File: src/rtl/blob_pkg.sv
// rtl/blob_pkg.sv - shared types and defaults for the blob frame controller
//
// Purpose: frame geometry / count-width defaults and the controller state enum
// shared by blob_frame_ctrl and frame_pos_counter.
// Ports: none (package).

package blob_pkg;

  localparam int IMG_COL_DEF = 800;
  localparam int IMG_ROW_DEF = 600;
  localparam int TIMEOUT_DEF = 100000;
  localparam int CNT_W_DEF   = 8;

  typedef enum logic [1:0] {
    IDLE   = 2'd0,
    STREAM = 2'd1,
    DRAIN  = 2'd2,
    DONE   = 2'd3
  } blob_ctrl_state_e;

endpackage

File: src/rtl/frame_pos_counter.sv
// rtl/frame_pos_counter.sv - column/row position counter for one frame
//
// Purpose: tracks the (row, col) position of the next accepted pixel.
// Ports:
//   i_clk, i_rst : clock, synchronous active-high reset
//   i_clr        : return to (0,0)
//   i_en         : one pixel accepted this cycle
//   o_last       : current position is (IMG_ROW-1, IMG_COL-1)

module frame_pos_counter
  import blob_pkg::*;
#(
  parameter int IMG_COL = IMG_COL_DEF,
  parameter int IMG_ROW = IMG_ROW_DEF
) (
  input  logic i_clk,
  input  logic i_rst,
  input  logic i_clr,
  input  logic i_en,
  output logic o_last
);

  localparam int COL_W = $clog2(IMG_COL > 1 ? IMG_COL : 2);
  localparam int ROW_W = $clog2(IMG_ROW > 1 ? IMG_ROW : 2);
  localparam logic [COL_W-1:0] COL_MAX = COL_W'(IMG_COL - 1);
  localparam logic [ROW_W-1:0] ROW_MAX = ROW_W'(IMG_ROW - 1);

  logic [COL_W-1:0] col_q, col_d;
  logic [ROW_W-1:0] row_q, row_d;

  always_comb begin
    col_d = col_q;
    row_d = row_q;
    if (i_clr) begin
      col_d = '0;
      row_d = '0;
    end else if (i_en) begin
      if (col_q == COL_MAX) begin
        col_d = '0;
        // Wrapping the row after the last pixel leaves the counter parked at
        // (0,0), ready for the next frame even without an explicit clear.
        row_d = (row_q == ROW_MAX) ? '0 : row_q + 1'b1;
      end else begin
        col_d = col_q + 1'b1;
      end
    end
  end

  always_ff @(posedge i_clk) begin
    if (i_rst) begin
      col_q <= '0;
      row_q <= '0;
    end else begin
      col_q <= col_d;
      row_q <= row_d;
    end
  end

  assign o_last = (col_q == COL_MAX) && (row_q == ROW_MAX);

endmodule

File: src/rtl/blob_frame_ctrl.sv
// rtl/blob_frame_ctrl.sv - frame sequencer in front of the blob-counting pipeline
//
// Purpose: selects CCD or SDRAM pixels, frames one IMG_COL x IMG_ROW image for
// the pipeline, then waits (bounded) for the pipeline's blob count.
// Ports:
//   i_clk, i_rst                   : clock, synchronous active-high reset
//   i_start, i_src_sdram, i_abort  : frame request, source select, abandon
//   i_ccd_valid/pix                : live binarized pixel source
//   i_sdram_valid/pix, o_sdram_request : replay pixel source and its request
//   o_blob_valid, o_blob_data_valid, o_blob_seq, o_blob_proc_ccd : pipeline side
//   i_blob_valid, i_blob_count     : pipeline result
//   o_busy, o_done, o_timeout, o_count : status and latched result

module blob_frame_ctrl
  import blob_pkg::*;
#(
  parameter int IMG_COL = IMG_COL_DEF,
  parameter int IMG_ROW = IMG_ROW_DEF,
  parameter int TIMEOUT = TIMEOUT_DEF,
  parameter int CNT_W   = CNT_W_DEF
) (
  input  logic             i_clk,
  input  logic             i_rst,
  input  logic             i_start,
  input  logic             i_src_sdram,
  input  logic             i_abort,
  input  logic             i_ccd_valid,
  input  logic             i_ccd_pix,
  input  logic             i_sdram_valid,
  input  logic             i_sdram_pix,
  output logic             o_sdram_request,
  output logic             o_blob_valid,
  output logic             o_blob_data_valid,
  output logic             o_blob_seq,
  output logic             o_blob_proc_ccd,
  input  logic             i_blob_valid,
  input  logic [CNT_W-1:0] i_blob_count,
  output logic             o_busy,
  output logic             o_done,
  output logic             o_timeout,
  output logic [CNT_W-1:0] o_count
);

  localparam int TMR_W = 17;
  localparam logic [TMR_W-1:0] TMR_LIMIT = TMR_W'(TIMEOUT);

  blob_ctrl_state_e state_q, state_d;
  logic             src_q, src_d;
  logic [TMR_W-1:0] timer_q, timer_d;
  logic             sdram_req_q, sdram_req_d;
  logic             blob_valid_q, blob_valid_d;
  logic             data_valid_q, data_valid_d;
  logic             seq_q, seq_d;
  logic             proc_ccd_q, proc_ccd_d;
  logic             busy_q, busy_d;
  logic             done_q, done_d;
  logic             timeout_q, timeout_d;
  logic [CNT_W-1:0] count_q, count_d;

  logic sel_valid;
  logic sel_pix;
  logic pix_en;
  logic pos_clr;
  logic pos_last;

  assign sel_valid = src_q ? i_sdram_valid : i_ccd_valid;
  assign sel_pix   = src_q ? i_sdram_pix   : i_ccd_pix;

  frame_pos_counter #(
    .IMG_COL (IMG_COL),
    .IMG_ROW (IMG_ROW)
  ) u_pos (
    .i_clk  (i_clk),
    .i_rst  (i_rst),
    .i_clr  (pos_clr),
    .i_en   (pix_en),
    .o_last (pos_last)
  );

  always_comb begin
    state_d    = state_q;
    src_d      = src_q;
    proc_ccd_d = proc_ccd_q;
    timeout_d  = timeout_q;
    count_d    = count_q;
    timer_d    = '0;
    pos_clr    = 1'b0;
    pix_en     = 1'b0;

    case (state_q)
      IDLE: begin
        if (i_start) begin
          src_d      = i_src_sdram;
          proc_ccd_d = !i_src_sdram;
          timeout_d  = 1'b0;
          pos_clr    = 1'b1;
          state_d    = STREAM;
        end
      end
      STREAM: begin
        if (i_abort) begin
          state_d = IDLE;
        end else if (sel_valid) begin
          pix_en = 1'b1;
          if (pos_last) state_d = DRAIN;
        end
      end
      DRAIN: begin
        // Timer is 0 on the first DRAIN cycle; expiring when it reads TIMEOUT
        // places o_done TIMEOUT+1 cycles after DRAIN entry. A result arriving
        // on that same last cycle is checked first and so wins.
        if (i_abort) begin
          state_d = IDLE;
        end else if (i_blob_valid) begin
          count_d = i_blob_count;
          state_d = DONE;
        end else if (timer_q == TMR_LIMIT) begin
          timeout_d = 1'b1;
          count_d   = '0;
          state_d   = DONE;
        end else begin
          timer_d = timer_q + 1'b1;
        end
      end
      DONE: begin
        state_d = IDLE;
      end
      default: begin
        state_d = IDLE;
      end
    endcase

    // Output stage is registered from the next state so every strobe lines
    // up with the state it belongs to, with one cycle of pixel latency.
    data_valid_d = pix_en;
    seq_d        = pix_en & sel_pix;
    blob_valid_d = (state_d == STREAM);
    sdram_req_d  = (state_d == STREAM) && src_d;
    busy_d       = (state_d != IDLE);
    done_d       = (state_d == DONE);
  end

  always_ff @(posedge i_clk) begin
    if (i_rst) begin
      state_q      <= IDLE;
      src_q        <= 1'b0;
      timer_q      <= '0;
      sdram_req_q  <= 1'b0;
      blob_valid_q <= 1'b0;
      data_valid_q <= 1'b0;
      seq_q        <= 1'b0;
      proc_ccd_q   <= 1'b1;
      busy_q       <= 1'b0;
      done_q       <= 1'b0;
      timeout_q    <= 1'b0;
      count_q      <= '0;
    end else begin
      state_q      <= state_d;
      src_q        <= src_d;
      timer_q      <= timer_d;
      sdram_req_q  <= sdram_req_d;
      blob_valid_q <= blob_valid_d;
      data_valid_q <= data_valid_d;
      seq_q        <= seq_d;
      proc_ccd_q   <= proc_ccd_d;
      busy_q       <= busy_d;
      done_q       <= done_d;
      timeout_q    <= timeout_d;
      count_q      <= count_d;
    end
  end

  assign o_sdram_request   = sdram_req_q;
  assign o_blob_valid      = blob_valid_q;
  assign o_blob_data_valid = data_valid_q;
  assign o_blob_seq        = seq_q;
  assign o_blob_proc_ccd   = proc_ccd_q;
  assign o_busy            = busy_q;
  assign o_done            = done_q;
  assign o_timeout         = timeout_q;
  assign o_count           = count_q;

endmodule

File: config.mk
export PLATFORM = sky130hd
export DESIGN_NAME = blob_frame_ctrl
export DESIGN_NICKNAME = d
export VERILOG_FILES = /design/src/rtl/blob_pkg.sv /design/src/rtl/frame_pos_counter.sv /design/src/rtl/blob_frame_ctrl.sv
export SDC_FILE = /design/constraint.sdc
export NUM_CORES = 1
export LEC_CHECK = 0
export CELL_PAD_IN_SITES_DETAIL_PLACEMENT = 2
export CELL_PAD_IN_SITES_GLOBAL_PLACEMENT = 2
export CORE_ASPECT_RATIO = 1.75
export CORE_MARGIN = 5
export CORE_UTILIZATION = 34
export DETAILED_ROUTE_END_ITERATION = 10
export PLACE_DENSITY_LB_ADDON = 0.1
export SLEW_MARGIN = 20
export SYNTH_ARGS = -nofsm -noshare
export SYNTH_HDL_FRONTEND = slang
export SYNTH_SLANG_ARGS = --single-unit
File: constraint.sdc
create_clock -name i_clk -period 1.94 [get_ports i_clk]
set_input_delay 0.388 -clock i_clk [delete_from_list [all_inputs] [get_ports i_clk]]
set_output_delay 0.388 -clock i_clk [all_outputs]
set_load 0.005 [all_outputs]
==> results_dict.tcl, run 1 <==
set metrics [dict create \
    routed_wl_microns 8204 \
    num-fill-cells 828 \
    postSynth.asyncResetShare_pct 0 \
    synth-warning-count 0 \
    cts_tree "built" \
    path_clk_slew_ns 0.07 \
    holdWs_ns 0.4736 \
    gp_congestion 0.7423 \
    synthToLayoutAreaGrowth_pct 33.68 \
    max_slew.worst_pin.slew_ns 0.4319 \
    powerDensity_nw_per_um2 666.5 \
    critPathCaptureType "flip-flop" \
    min_period_ns 1.908 \
    arrival_ns 2.14 \
    rsz0062_at_grt "true" \
    port_buffers 33 \
    antennaDiodeCount 0 \
    drv_cap 0 \
    wl_per_cell_microns 18.99 \
    yosysSeqAreaShare_pct 44.05 \
    hp-start "u_pos.col_q[1]" \
    setup_tns_ns 0 \
    finalSetupViolCount 0 \
    fin_area_sq_um 3402 \
    insertion_delay_ns 0.30 \
    start_util_pct 34.94 \
    cts_buffers 5 \
    die_x_microns 75.40 \
    path_buf_inv 2 \
    power_leakage_nw 1.167 \
    whs_path_depth 2 \
    overflow 0 \
    critical_path_class "input port to flip-flop" \
    drive_above_1_share_pct 17.63 \
    dieArea_sq_um 9384 \
    postSynthNetCount 296 \
    crit_fanout 10 \
    post_dp_cell_area_sq_um 3242 \
    vias 2421 \
    path_cells "clkdlybuf4s50_1, nor3b_4, nand4_2, buf_4, or3_1, a21oi_1" \
    postRouteAntennaNets 0 \
    num_rows 41 \
    fin_crit_sh_pct 98.35 \
    skew_ns 0.006630 \
    grt_max_degree 17 \
    hold_path_end "u_pos.col_q[1]" \
    r2r_end "u_pos.row_q[1]" \
    r2r_cells 5 \
    status "finished, final reports clean" \
    regToRegStartpoint "u_pos.col_q[6]" \
    synth_area_sq_um 2545 \
    cts_sinks 56 \
    viasPerCell 5.604 \
    ys_ff_latch 56 \
    drcViolationCount 0 \
    fin_nets 367 \
    cp-start-kind "input port" \
    hold_class "flip-flop to flip-flop" \
    layout_commonest_cell "dfxtp_1" \
    synthFlopType "dfxtp_1" \
    worstPathRequired_ns 2.17 \
    slowest_delay_ns 0.50 \
    reg2reg_slack_ns 0.12 \
    final_max_slew_viol_count 0 \
    cp_top_family "simple AND/OR/NAND/NOR gates" \
    clockBufferDepth 2 \
    hold_viol_final 0 \
    antenna_found_initial 0 \
    h-tree-depth 2 \
    dpl.hpwl_microns 6245 \
    drtPass1Iterations 4 \
    io_pins 34 \
    post-cts-setup-buffer-count 0 \
    postSynthAreaPerCell_sq_um 9.288 \
    ir_drop_v 0.0003260 \
    critPathSlowestCell "clkdlybuf4s50_1" \
    drtIter0Drc 68 \
    first_global_vias 2704 \
    track_usage_pct 18.45 \
    fmax_mhz 524.1 \
    p_total_mw 2.267 \
    final_cell_mix "dfxtp_1 (56), buf_4 (40), clkdlybuf4s50_1 (33)" \
    grt_pass1_wl_microns 13320 \
    multi_input_area_sq_um 1363 \
    cts-root-buf "clkbuf_16" \
    synth_cell_types 48 \
    die_height_microns 124.5 \
    slew_headroom_pct 71.21 \
    core_area_sq_um 7284 \
    synth_edf_count 0 \
    seqCellArea_sq_um 1121 \
    netlist_instances 274 \
]
per-stage QoR:
stage	instances	worst slack [ns]	util [%]
5_1_grt	432	-0.06996	46.70
2_1_floorplan	274	0.2943	-
6_report	432	0.03205	46.70
3_3_place_gp	424	-0.2208	44.50
3_5_place_dp	424	-0.2947	44.50
4_1_cts	432	0.003098	46.56
layout make-up:
type                    count  share of cell area [%]
clock buffers               7                   4.193
clock inverters             1                  0.2207
inverters                   8                  0.8827
multi-input cells         201                   40.05
flip-flops and latches     56                   32.95
well taps                  86                   3.163
repair buffers             73                   18.54
worst min-delay path, delay by kind of cell (launching register included):
family | cells | cell delay [ns]
and+or+nand+nor | 1 | 0.06
DFF | 1 | 0.32
AOI/OAI and AO/OA | 1 | 0.05
power breakdown:
group	switching, mW	total, mW	internal (mW)
Sequential	0.00660	1.16	1.16
Clock	0.428	0.945	0.516
Combinational	0.0710	0.158	0.0869
Total	0.506	2.27	1.76
worst max path at each step:
stage | startpoint | to | slack (ns) | cells past startpoint
after floorplan | timer_q[0] | o_count[0] | 0.29 | 7
after global placement | i_abort | u_pos.col_q[6] | -0.22 | 6
after detailed placement | i_abort | u_pos.row_q[5] | -0.29 | 6
after CTS | u_pos.col_q[6] | u_pos.row_q[1] | 0.003 | 5
after global routing | i_abort | u_pos.row_q[5] | -0.07 | 6
final | i_abort | u_pos.row_q[5] | 0.03 | 6
layer usage:
layer  global-route usage (%)  vias to the layer above  routed length [microns]  share of wire [%]
met1                    18.02                     1221                     2900                 35
met3                    2.504                       14                      131                1.6
met5                        0                        -                        0                  0
li1                         -                     1161                        -                  -
met2                    35.81                       25                     4924                 60
met4                    7.621                        0                      247                3.0
cells by family after synthesis:
logic type               count (synthesis)  synth area share (%)
AO/OA/AOI/OAI                           48                 12.68
AND/OR/NAND/NOR                        124                 29.60
adder cells (fa/ha/maj)                  4                 1.967
buffers and inverters                   17                 2.802
flip-flops                              56                 44.05
XOR/XNOR                                20                 6.883
multiplexers                             5                 2.016
cell usage after synthesis (6+ instances only):
cell type | number | area share, %
nor2_1 | 26 | 3.8
o21ai_0 | 7 | 1.4
xor2_1 | 6 | 2.1
buf_2 | 6 | 1.2
nor3_1 | 6 | 1.2
nand3_1 | 14 | 2.8
a21oi_1 | 16 | 3.1
nand2_1 | 15 | 2.2
o31ai_1 | 8 | 2.4
xnor2_1 | 14 | 4.8
inv_1 | 7 | 1.0
and3_1 | 7 | 1.7
a32o_1 | 8 | 3.1
nor4_1 | 8 | 2.0
or4_1 | 8 | 2.4
dfxtp_1 | 56 | 44
nand4_1 | 12 | 2.9
sequential cells by signal, indices dropped and copies added (netlist names):
name               flops
timer_q               17
state_q                2
o_blob_seq             1
o_blob_proc_ccd        1
o_timeout              1
o_done                 1
o_blob_data_valid      1
u_pos.row_q           10
src_q                  1
o_count                8
o_blob_valid           1
o_busy                 1
u_pos.col_q           10
o_sdram_request        1
timing repair:
item	4_1_cts	5_1_grt
hold buffers	0	0
gates resized for setup	0	3
endpoints found under the setup margin	0	14
(Power assumes the default switching activity.)
==> run 2, diff against run 1 <==
ABC_CLOCK_PERIOD_IN_PS = 1940   (was default)
==> results of run 2 <==
The final DEF is identical to that of run 1; final timing and power are the same.
==> run 3, diff against run 2 <==
CORE_ASPECT_RATIO = default   (was 1.75)
PLACE_DENSITY = 0.81   (was default)
PLACE_DENSITY_LB_ADDON = default   (was 0.1)
SKIP_LAST_GASP = 1   (was default)
==> run 3 against run 2 <==
Via count grew 0.54%. Critical path type is now flip-flop to flip-flop. Highest routed layer unchanged. Critical path depth shrank 1. Count of clock-buffer cells in the layout shrank 1. Die area shrank 0.73%. Final cell count grew 1.4%. Sequential cell count is the same.
==> results_dict.tcl, run 3 (synthesis results as in run 1) <==
set metrics [dict create \
    setup_tns_ns 0 \
    vias 2434 \
    clockBufferDepth 2 \
    fin_area_sq_um 3342 \
    reg_top3 "timer_q x17, u_pos.col_q x10, u_pos.row_q x10" \
    cts-root-buf "clkbuf_8" \
    intPower_mw 1.634 \
    layout_commonest_cell "dfxtp_1" \
    p_comb_share_pct 7.6 \
    slew_headroom_pct 69.92 \
    antennaDiodeCount 0 \
    status "finished, final reports clean" \
    drtIter0Drc 72 \
    num_rows 31 \
    fin_crit_sh_pct 96.04 \
    insertion_delay_ns 0.32 \
    crit_fanout 8 \
    critPathCaptureType "flip-flop" \
    synthToLayoutAreaGrowth_pct 31.32 \
    netSwitchingFraction_pct 23.42 \
    p_clk_share_pct 37.7 \
    start_util_pct 35.09 \
    dpl.hpwl_microns 5948 \
    drv_cap 0 \
    grt_pass1_wl_microns 14590 \
    power_leakage_nw 1.110 \
    wl_per_cell_microns 20.80 \
    antenna_found_initial 0 \
    grt_max_degree 18 \
    gp_congestion 0.8434 \
    final_max_slew_viol_count 0 \
    dieArea_sq_um 9315 \
    io_pins 34 \
    worstPathRequired_ns 2.18 \
    powerDensity_nw_per_um2 638.3 \
    cts_sinks 56 \
    cts_hold_buf 0 \
    hold_class "flip-flop to flip-flop" \
    die_height_microns 96.52 \
    cts_tree "built" \
    ir_drop_v 0.0002951 \
    drive_above_1_share_pct 17.40 \
    drtPass1Iterations 4 \
    final_cell_mix "dfxtp_1 (54), buf_4 (33), clkdlybuf4s50_1 (32)" \
    cp-start-kind "flip-flop" \
    skew_ns 0.01134 \
    largest_reg_flops 17 \
    fmax_mhz 536.7 \
    path_clk_slew_ns 0.11 \
    port_buffers 33 \
    holdWs_ns 0.4955 \
    h-tree-depth 2 \
    hold_viol_final 0 \
    finalSetupViolCount 0 \
    largest-register "timer_q" \
    critical_path_class "flip-flop to flip-flop" \
    min_period_ns 1.863 \
    cts_buffers 5 \
    viasPerCell 5.557 \
    final_core_util_pct 46.08 \
    first_global_vias 2676 \
    track_usage_pct 20.55 \
    post_dp_cell_area_sq_um 3191 \
    max_slew.worst_pin.slew_ns 0.4450 \
    overflow 0 \
    seq_power_share_pct 54.7 \
    rsz0062_at_grt "true" \
    routed_wl_microns 9111 \
    drcViolationCount 0 \
    core_area_sq_um 7253 \
    switchingPower_mw 0.4995 \
    fin_nets 360 \
    die_x_microns 96.52 \
    postRouteAntennaNets 0 \
    arrival_ns 2.10 \
    p_total_mw 2.133 \
]
[run 3: cell types whose count changed in the layout (fill, tap and decap cells not counted), sizes merged]
cell           before  now
inv                 7    8
buf                40   33
clkdlybuf4s50      33   32
bufinv              0    1
dlygate4sd2         0    1
clkbuf              7    6
clkinvlp            1    0
[run 3: cell type report]
| type | instances | area, sq um |
|---|---|---|
| timing repair buffer | 66 | 576.8 |
| clock buffer | 6 | 72.57 |
| tap | 99 | 123.9 |
| multi-input combinational | 201 | 1376 |
| clock inverter | 2 | 38.79 |
| inverter | 8 | 30.03 |
| fill | 779 | 3911 |
| sequential | 56 | 1124 |
[run 3: power by group through the flow]
stage,Combinational (mW),Clock (mW),Sequential [mW]
3_3_place_gp,0.146,0,1.19
3_5_place_dp,0.152,0,1.19
6_report,0.161,0.805,1.17
5_1_grt,0.172,0.876,1.17
4_1_cts,0.161,0.818,1.17
2_1_floorplan,0.0495,0,1.19
[run 3: per-stage QoR]
step | worst slack, ns | instances
floorplan | 0.2943 | 274
global placement | -0.2171 | 428
detailed placement | -0.3309 | 428
CTS | -0.01658 | 436
global route | 0.004680 | 438
finish | 0.07682 | 438
[run 3: path summary, 6_finish.rpt]
kind,startpoint,endpoint,slack [ns],cells after the start
setup / recovery,u_pos.col_q[7],u_pos.row_q[4],0.08,5
setup reg to reg,u_pos.col_q[7],u_pos.row_q[4],0.08,5
hold reg to reg,u_pos.row_q[9],u_pos.row_q[9],0.50,2
hold / removal,u_pos.row_q[9],u_pos.row_q[9],0.50,2
[run 3: routing by layer]
layer  routed length [microns]  track usage (%)
met2                      4644            36.84
met5                         0                0
met3                       310            3.408
met1                      3953            25.42
met4                       202            5.374
[run 3: critical path, stage by stage, from the launching register on]
cell     delay, ns
dfxtp_1       0.39
nor4b_4       0.33
buf_4         0.18
nand4_4       0.16
or4_1         0.53
a21oi_1       0.21
[run 3: timing repair]
item                       4_1_cts  5_1_grt
setup endpoints to repair       19       20
setup buffers                    0        2
pin swaps                        1        1
resized for setup                4        5
gates cloned                     0        0
